`src/rtl/apu_pkg.sv`:
```
// Shared APU definitions: bus widths, the frame/chunk layout of packed audio
// data and the buffer sequencer state encoding.
package apu_pkg;

    localparam int CHUNK_W    = 64;
    localparam int SAMPLE_W   = 16;
    localparam int APU_ADDR_W = 29;

    // One stereo frame. The left sample sits in the low half of each 32-bit frame.
    typedef struct packed {
        logic [SAMPLE_W-1:0] r;
        logic [SAMPLE_W-1:0] l;
    } frame_t;

    // Two frames per fetched chunk; element 0 occupies chunk bits [31:0].
    typedef frame_t [1:0] chunk_t;

    // Buffer sequencer: offering a base address, or streaming the current buffer.
    typedef enum logic {
        BASE_REQ = 1'b0,
        STREAM   = 1'b1
    } seq_state_t;

    // Picks one frame out of a held chunk.
    function automatic frame_t select_frame(input chunk_t c, input logic idx);
        return c[idx];
    endfunction

endpackage

```
`src/rtl/apu_base_seq.sv`:
```
// Double-buffer address sequencer. Counts accepted chunks, offers the base
// address of the buffer to fetch next, and strobes buf_done whenever a whole
// buffer's worth of chunks has been consumed.
module apu_base_seq
    import apu_pkg::*;
#(
    parameter int CHUNKS_PER_BUF = 64
) (
    input  logic                  clock,
    input  logic                  reset,
    input  logic                  chunk_ack,
    input  logic                  base_ack,
    input  logic [APU_ADDR_W-1:0] buf_base_a,
    input  logic [APU_ADDR_W-1:0] buf_base_b,
    output logic [APU_ADDR_W-1:0] base,
    output logic                  base_valid,
    output logic                  buf_sel,
    output logic                  buf_done
);

    localparam int CNT_W = $clog2(CHUNKS_PER_BUF);
    localparam logic [CNT_W-1:0] LAST_CHUNK = CNT_W'(CHUNKS_PER_BUF - 1);

    seq_state_t       state;
    logic [CNT_W-1:0] chunk_cnt;
    logic             wrap;

    // The chunk being accepted right now is the last one of a buffer.
    assign wrap = chunk_ack && (chunk_cnt == LAST_CHUNK);

    // The offer is live only while requesting; the address is read straight from
    // the CPU registers so a late rewrite of the idle buffer is still picked up.
    assign base_valid = (state == BASE_REQ) && !reset;
    assign base       = buf_sel ? buf_base_b : buf_base_a;

    // Sequencer FSM with chunk counter, buffer select and completion strobe.
    // A wrap while still waiting for base_ack only reports completion: the
    // pending offer already names the next buffer to fetch.
    always_ff @(posedge clock) begin
        if (reset) begin
            state     <= BASE_REQ;
            chunk_cnt <= '0;
            buf_sel   <= 1'b0;
            buf_done  <= 1'b0;
        end else begin
            buf_done <= wrap;
            if (chunk_ack) begin
                chunk_cnt <= chunk_cnt + 1'b1;
            end
            case (state)
                BASE_REQ: begin
                    if (base_ack) begin
                        state <= STREAM;
                    end
                end
                STREAM: begin
                    if (wrap) begin
                        buf_sel <= ~buf_sel;
                        state   <= BASE_REQ;
                    end
                end
                default: state <= BASE_REQ;
            endcase
        end
    end

endmodule

```
`src/rtl/sample_unpacker.sv`:
```
// Unpacks 64-bit sample chunks from the fetcher into 16-bit stereo frames, one
// per I2S frame request, and drives the fetcher's double-buffer base sequencing.
module sample_unpacker
    import apu_pkg::*;
#(
    parameter int CHUNKS_PER_BUF = 64
) (
    input  logic                  clock,
    input  logic                  reset,
    input  logic [CHUNK_W-1:0]    chunk,
    input  logic                  chunk_valid,
    output logic                  chunk_ack,
    output logic [APU_ADDR_W-1:0] base,
    output logic                  base_valid,
    input  logic                  base_ack,
    input  logic [APU_ADDR_W-1:0] buf_base_a,
    input  logic [APU_ADDR_W-1:0] buf_base_b,
    output logic                  buf_sel,
    output logic                  buf_done,
    input  logic                  sample_req,
    output logic [SAMPLE_W-1:0]   sample_l,
    output logic [SAMPLE_W-1:0]   sample_r,
    output logic                  underrun,
    input  logic                  underrun_clr
);

    chunk_t hold_data;
    logic   hold_valid;
    logic   frame_idx;
    frame_t cur_frame;
    logic   empty_req;

    assign cur_frame = select_frame(hold_data, frame_idx);
    assign empty_req = sample_req && !hold_valid;

    // Take a new chunk when the holder is empty, or when the request in this
    // cycle is draining its second frame so the stream never stalls.
    assign chunk_ack = chunk_valid && !reset &&
                       (!hold_valid || (sample_req && frame_idx));

    // Holding register: advance through the two frames, refill on acceptance.
    always_ff @(posedge clock) begin
        if (reset) begin
            hold_data  <= '0;
            hold_valid <= 1'b0;
            frame_idx  <= 1'b0;
        end else begin
            if (sample_req && hold_valid) begin
                if (!frame_idx) begin
                    frame_idx <= 1'b1;
                end else begin
                    hold_valid <= 1'b0;
                end
            end
            if (chunk_ack) begin
                hold_data  <= chunk;
                hold_valid <= 1'b1;
                frame_idx  <= 1'b0;
            end
        end
    end

    // Registered frame output; a request with nothing held plays silence.
    always_ff @(posedge clock) begin
        if (reset) begin
            sample_l <= '0;
            sample_r <= '0;
        end else if (sample_req) begin
            if (hold_valid) begin
                sample_l <= cur_frame.l;
                sample_r <= cur_frame.r;
            end else begin
                sample_l <= '0;
                sample_r <= '0;
            end
        end
    end

    // Sticky underrun flag; a fresh underrun beats a simultaneous clear.
    always_ff @(posedge clock) begin
        if (reset) begin
            underrun <= 1'b0;
        end else if (empty_req) begin
            underrun <= 1'b1;
        end else if (underrun_clr) begin
            underrun <= 1'b0;
        end
    end

    apu_base_seq #(
        .CHUNKS_PER_BUF(CHUNKS_PER_BUF)
    ) u_base_seq (
        .clock      (clock),
        .reset      (reset),
        .chunk_ack  (chunk_ack),
        .base_ack   (base_ack),
        .buf_base_a (buf_base_a),
        .buf_base_b (buf_base_b),
        .base       (base),
        .base_valid (base_valid),
        .buf_sel    (buf_sel),
        .buf_done   (buf_done)
    );

endmodule

```
`config.mk`:
```
export PLATFORM = sky130hd
export DESIGN_NAME = sample_unpacker
export DESIGN_NICKNAME = d
export VERILOG_FILES = /design/src/rtl/apu_pkg.sv /design/src/rtl/apu_base_seq.sv /design/src/rtl/sample_unpacker.sv
export SDC_FILE = /design/constraint.sdc
export NUM_CORES = 1
export LEC_CHECK = 0
export CAP_MARGIN = 15
export CORE_ASPECT_RATIO = 1.5
export CORE_MARGIN = 1.5
export CORE_UTILIZATION = 43
export DETAILED_ROUTE_END_ITERATION = 12
export PLACE_DENSITY = 0.81
export SLEW_MARGIN = 10
export SYNTH_ARGS = -nofsm -noshare
export SYNTH_HDL_FRONTEND = slang
export SYNTH_SLANG_ARGS = --single-unit
```
`constraint.sdc`:
```
create_clock -name clock -period 2.8 [get_ports clock]
set_clock_uncertainty 0.2 [all_clocks]
set_input_delay 0.84 -clock clock [delete_from_list [all_inputs] [get_ports clock]]
set_output_delay 0.84 -clock clock [all_outputs]
set_load 0.1 [all_outputs]
```
== Yosys cells after proc, flatten, opt, wreduce, memory -nomap -nowiden ==
Cells that the tools add are included.

* Flip-flop bits (word level): 108
* Logic and storage cells: 47
* Input bits: 128

* Multiplexer cells: 13
* Bitwise operators: 2
* $add $sub $neg: 1
* Order comparisons: 1
* Equal/unequal tests: 1
* Reduce and logical (&&, ||, !) cells: 16

{| class="wikitable"
|+ Operators by type and width
! kind !! number
|-
| 32-bit two-way mux || 2
|-
| 16-bit two-way mux || 2
|-
| 29-bit two-way mux || 1
|-
| 1-bit logical AND || 7
|-
| 1-bit two-way mux || 7
|-
| 6-bit by 1-bit adder with 6-bit output (second input constant) || 1
|-
| 6-bit == test (second input constant) || 1
|-
| 2-bit nonzero test || 3
|-
| 2-bit AND reduction || 2
|-
| 1-bit logical NOT || 2
|-
| 1-bit by 2-bit less-than comparator with 1-bit output (second input constant) || 1
|-
| 1-bit NOT || 2
|-
| 1-bit one-hot mux with 2 select lines || 1
|-
| 2-bit OR reduction || 1
|-
| 1-bit logical OR || 1
|}

== Depth between registers and ports, before layout ==
* Depth after elaboration: 6
* Gate-level depth with buffers: 6
* Mapped depth without buffers: 4

== By module ==
From an unflattened synthesis, not the netlist that was laid out.

* Cell total of the unflattened synthesis: 469
* Area, all modules: 5142.4 um^2

{| class="wikitable"
|+ By module, submodules not included
! module !! sequential area each (um^2) !! instances !! cells each !! area an instance (um^2)
|-
| sample_unpacker || 1981.9 || 1 || 397 || 4433.0
|-
| apu_base_seq || 180.2 || 1 || 72 || 709.4
|}

== Least setup slack after synthesis ==
Ideal clock, no wire load.

* Kind: input -> output
* Start point: input port reset
* End point: output port chunk_ack
* Path slack: -1511 ps
* Buffers on the path: 2
* Data required time: 1760 ps
* Arrival: 3271 ps
* Cell stages on the path: 3
* Cell sequence: buf_2 > buf_1 > nor3_1

* Word-level cells in the longest chain between the ends: 3

{| class="wikitable"
|+ Ends and longest elaborated chain
! item !! line !! source
|-
| start, declared || sample_unpacker.sv:9 || <nowiki>input logic reset,</nowiki>
|-
| 1-bit logical NOT || sample_unpacker.sv:38 || <nowiki>assign chunk_ack = chunk_valid && !reset &&</nowiki>
|-
| 1-bit logical AND (2 in series) || sample_unpacker.sv:38 ||
|-
| end, declared || sample_unpacker.sv:12 || <nowiki>output logic chunk_ack,</nowiki>
|}

Every way passes these cells.

== Worst setup path in the final report ==
* Start point: input port buf_base_a[18]
* End point: output port base[18]

* Word-level cells in the longest chain between the ends: 1

{| class="wikitable"
|+ Ends and longest elaborated chain
! item !! line !! source
|-
| start, declared || sample_unpacker.sv:16 || <nowiki>input logic [APU_ADDR_W-1:0] buf_base_a,</nowiki>
|-
| 29-bit two-way mux || apu_base_seq.sv:34 || <nowiki>assign base = buf_sel ? buf_base_b : buf_base_a;</nowiki>
|-
| end, declared || sample_unpacker.sv:13 || <nowiki>output logic [APU_ADDR_W-1:0] base,</nowiki>
|}

Every way passes these cells.

==> flow_summary_export.csv <==
group,metric,value,unit
status,status,"complete, no violations",
setup_path,crit_start,"buf_base_a[18]",
setup_path,r2r-start,"hold_valid$_SDFFE_PP0P_",
drt,drt-total-wl,14900,um
drt,top_layer,"met4",
drt,vias,4768,
setup_path,cp-start-kind,"input pin",
setup_path,crit_fanout,1,
yosys,synth-xor-area-share,0,%
yosys,async_flop_share,0,%
power,p_clk_share,35.8,%
power,p_per_area,521,mW/mm^2
yosys,yosys_warnings,0,
clocking,cts.sinks,108,
clocking,cts-root-buf,"clkbuf_16",
timing,drv_slew,0,
drt,first_pass_iters,5,
power,p_seq_share,42.1,%
drt,ant_nets,0,
drt,dr_wl_met3,661,um
place,port_buffers,193,
floorplan,io_pins,194,
layout,utilization,67.8,%
power,p_comb_share,22.1,%
floorplan,die_height,133,um
power,p_sw,1.05,mW
power,intPower,2.83,mW
layout,final_cell_mix,"clkdlybuf4s50_1 (123), dfxtp_1 (106), a21oi_1 (104)",
global_route,grt_pass1_vias,4825,
clocking,clockBufferDepth,2,
yosys,synth_cells,557,
clocking,clk_pin_slew,70,ps
global_route,grt_pass1_wl,23300,um
setup_path,worstPathArrival,1740,ps
run,cap_viol_max_count,0,
global_route,antenna_found_initial,0,
power,p_leak,2.87,nW
setup_path,rr_endpoint,"hold_data[22]$_SDFFE_PP0P_",
setup_path,cp.required,1760,ps
power,vdd_ir_drop_max,0.365,mV
timing,fin_crit_sh,99.4,%
yosys,synth.distinct_cells,29,
yosys,synth_compound_area_share,18.8,%
clocking,postCtsHoldBufs,0,
drt,drt-met1-wl,5990,um
clocking,insertion_delay,330,ps
yosys,synthMuxAreaShare,14.7,%
yosys,synth_nets,686,
drt,wire_per_inst,17.1,um
setup_path,crit_type,"in2out",
yosys,netlist_area,0.00482,sq mm
layout,syn2layout_area_growth,54.7,%
yosys,synth-edff-count,0,
yosys,ys_seq_elements,108,
timing,hold_violations,0,
clocking,tritoncts,"built",
setup_path,reg2reg_slack,760,ps
global_route,overflow,0,
worst_hold_path,hold_path.class,"reg2reg",
clocking,cts-htree-levels,3,
place,hpwlAfterDp,10400,um
setup_path,worstSetupEndpoint,"base[18]",
place,placed_area,0.00709,sq mm
timing,worstMarginPinSlew,615,ps
floorplan,die_area,0.0119,sq mm
timing,tns,0,ps
layout,final_common_cell,"clkdlybuf4s50_1",
layout,n_antenna_cell,0,
layout,fin_nets,850,
timing,relSlewSlack,59.0,%
drt,met2_length,7960,um
clocking,cts_buffers,9,
yosys,yosys.area_share.simple,16.2,%
drt,viasPerCell,5.46,
yosys,ys.flop_type,"dfxtp_1",
drt,drc_errors,0,
timing,grt_setup_unrepaired,"no",
global_route,grt_max_degree,70,
layout,final_layout_size_suffix_gt1_share,23.3,%
floorplan,dieWidth,89.4,um
setup_path,rr_worst_depth,5,
yosys,synthAdderAreaFrac,0.260,%
timing,fin_crit,2780,ps
place,gp_congestion,0.810,
power,sw_frac_of_total,27.0,%
timing,fmax,359,MHz
timing,finalSetupViolations,0,
layout,final_area,0.00745,sq mm
layout,n_fill_cell,877,
yosys,seq_area_frac_synth,44.9,%
global_route,grt.total_usage,25.0,%
yosys,syn_area_per_cell,8.65,sq um
floorplan,rows,47,
floorplan,core_area,0.0110,sq mm
drt,drtIter0Drc,234,
clocking,post-cts-setup-buffer-count,0,
yosys,synth_top_family_by_area,"compound AO/OA/AOI/OAI gates",
floorplan,start_util,43.8,%
setup_path,end_kind,"output port",
==> kinds of logic (layout without fill, tap and decap cells) <==
kind of cell	Yosys count	after routing
AO/OA/AOI/OAI	177	177
adder cells (fa/ha/maj)	1	1
flip-flops	108	108
multiplexers	63	63
buffers and inverters	57	226
AND/OR/NAND/NOR	151	151
==> metrics by stage <==
step | hold slack, ps | setup slack, ps | power (mW) | std cells
2_1_floorplan | 249 | -185 | 2.15 | 557
3_3_place_gp | 257 | -153 | 2.50 | 857
3_5_place_dp | 265 | -135 | 2.52 | 857
4_1_cts | 275 | 4.44 | 3.90 | 873
5_1_grt | 298 | 0.294 | 4.02 | 873
6_report | 275 | 17.8 | 3.88 | 873
==> Yosys cell counts (2+ instances only) <==
master / number / area, sq um
o31ai_1: 2 / 15.0
nor2_1: 35 / 131
nand4_1: 2 / 12.5
buf_1: 9 / 33.8
nand2b_1: 4 / 25.0
dfxtp_1: 108 / 2160
or3_1: 2 / 12.5
clkbuf_1: 31 / 116
o21ai_0: 68 / 340
nand3_1: 66 / 330
nor2b_1: 34 / 213
buf_6: 2 / 22.5
a21oi_1: 104 / 521
buf_2: 13 / 65.1
mux2_2: 62 / 698
or4_1: 2 / 15.0
==> registers in the layout, indices dropped and copies added, names as in the netlist <==
signal / count
sample_r: 16
u_base_seq.buf_sel: 1
u_base_seq.buf_done: 1
sample_l: 16
hold_valid: 1
underrun: 1
u_base_seq.chunk_cnt: 6
u_base_seq.state: 1
hold_data: 64
frame_idx: 1
==> final cells by class <==
type,instances,area [sq um],share of cell area (%)
clock buffers,12,267,3.58
clock inverters,4,70.1,0.940
inverters,1,3.75,0.0504
multi-input cells,392,2450,32.9
flip-flops and latches,108,2170,29.1
well taps,147,184,2.47
repair buffers,209,2310,30.9
==> repair_timing <==
item                                    in CTS  in global routing
endpoints found under the setup margin      30                  5
gates resized for setup                      3                  6
pin swaps                                    1                  0
endpoints found under the hold margin        0                  0
==> power groups by stage <==
stage | combinational [mW] | sequential (mW) | clock (mW)
floorplan | 0.435 | 1.71 | 0
global placement | 0.838 | 1.66 | 0
detailed placement | 0.853 | 1.67 | 0
CTS | 0.857 | 1.63 | 1.41
global route | 0.904 | 1.64 | 1.47
finish | 0.859 | 1.63 | 1.39
==> how the worst min path moves through the flow <==
stage | start | endpoint | slack, ps | cells after the start
3_3_place_gp | hold_data[17]$_SDFFE_PP0P_ | hold_data[17]$_SDFFE_PP0P_ | 260 | 2
4_1_cts | hold_data[47]$_SDFFE_PP0P_ | hold_data[47]$_SDFFE_PP0P_ | 280 | 2
3_5_place_dp | hold_data[47]$_SDFFE_PP0P_ | hold_data[47]$_SDFFE_PP0P_ | 260 | 2
5_1_grt | hold_data[21]$_SDFFE_PP0P_ | hold_data[21]$_SDFFE_PP0P_ | 300 | 2
6_report | hold_data[40]$_SDFFE_PP0P_ | hold_data[40]$_SDFFE_PP0P_ | 270 | 2
2_1_floorplan | hold_data[61]$_SDFFE_PP0P_ | hold_data[61]$_SDFFE_PP0P_ | 250 | 2
==> worst max-delay path, stage by stage <==
cell             delay [ps]
clkdlybuf4s50_1         430
mux2_4                  300
buf_12                  170
==> layer usage <==
layer / track usage [%] / vias up
met5: 0 / -
met1: 30.6 / 2288
met4: 8.29 / 0
met2: 43.8 / 170
met3: 3.81 / 24
li1: - / 2286
No activity file was read; power rests on OpenSTA's default activity.
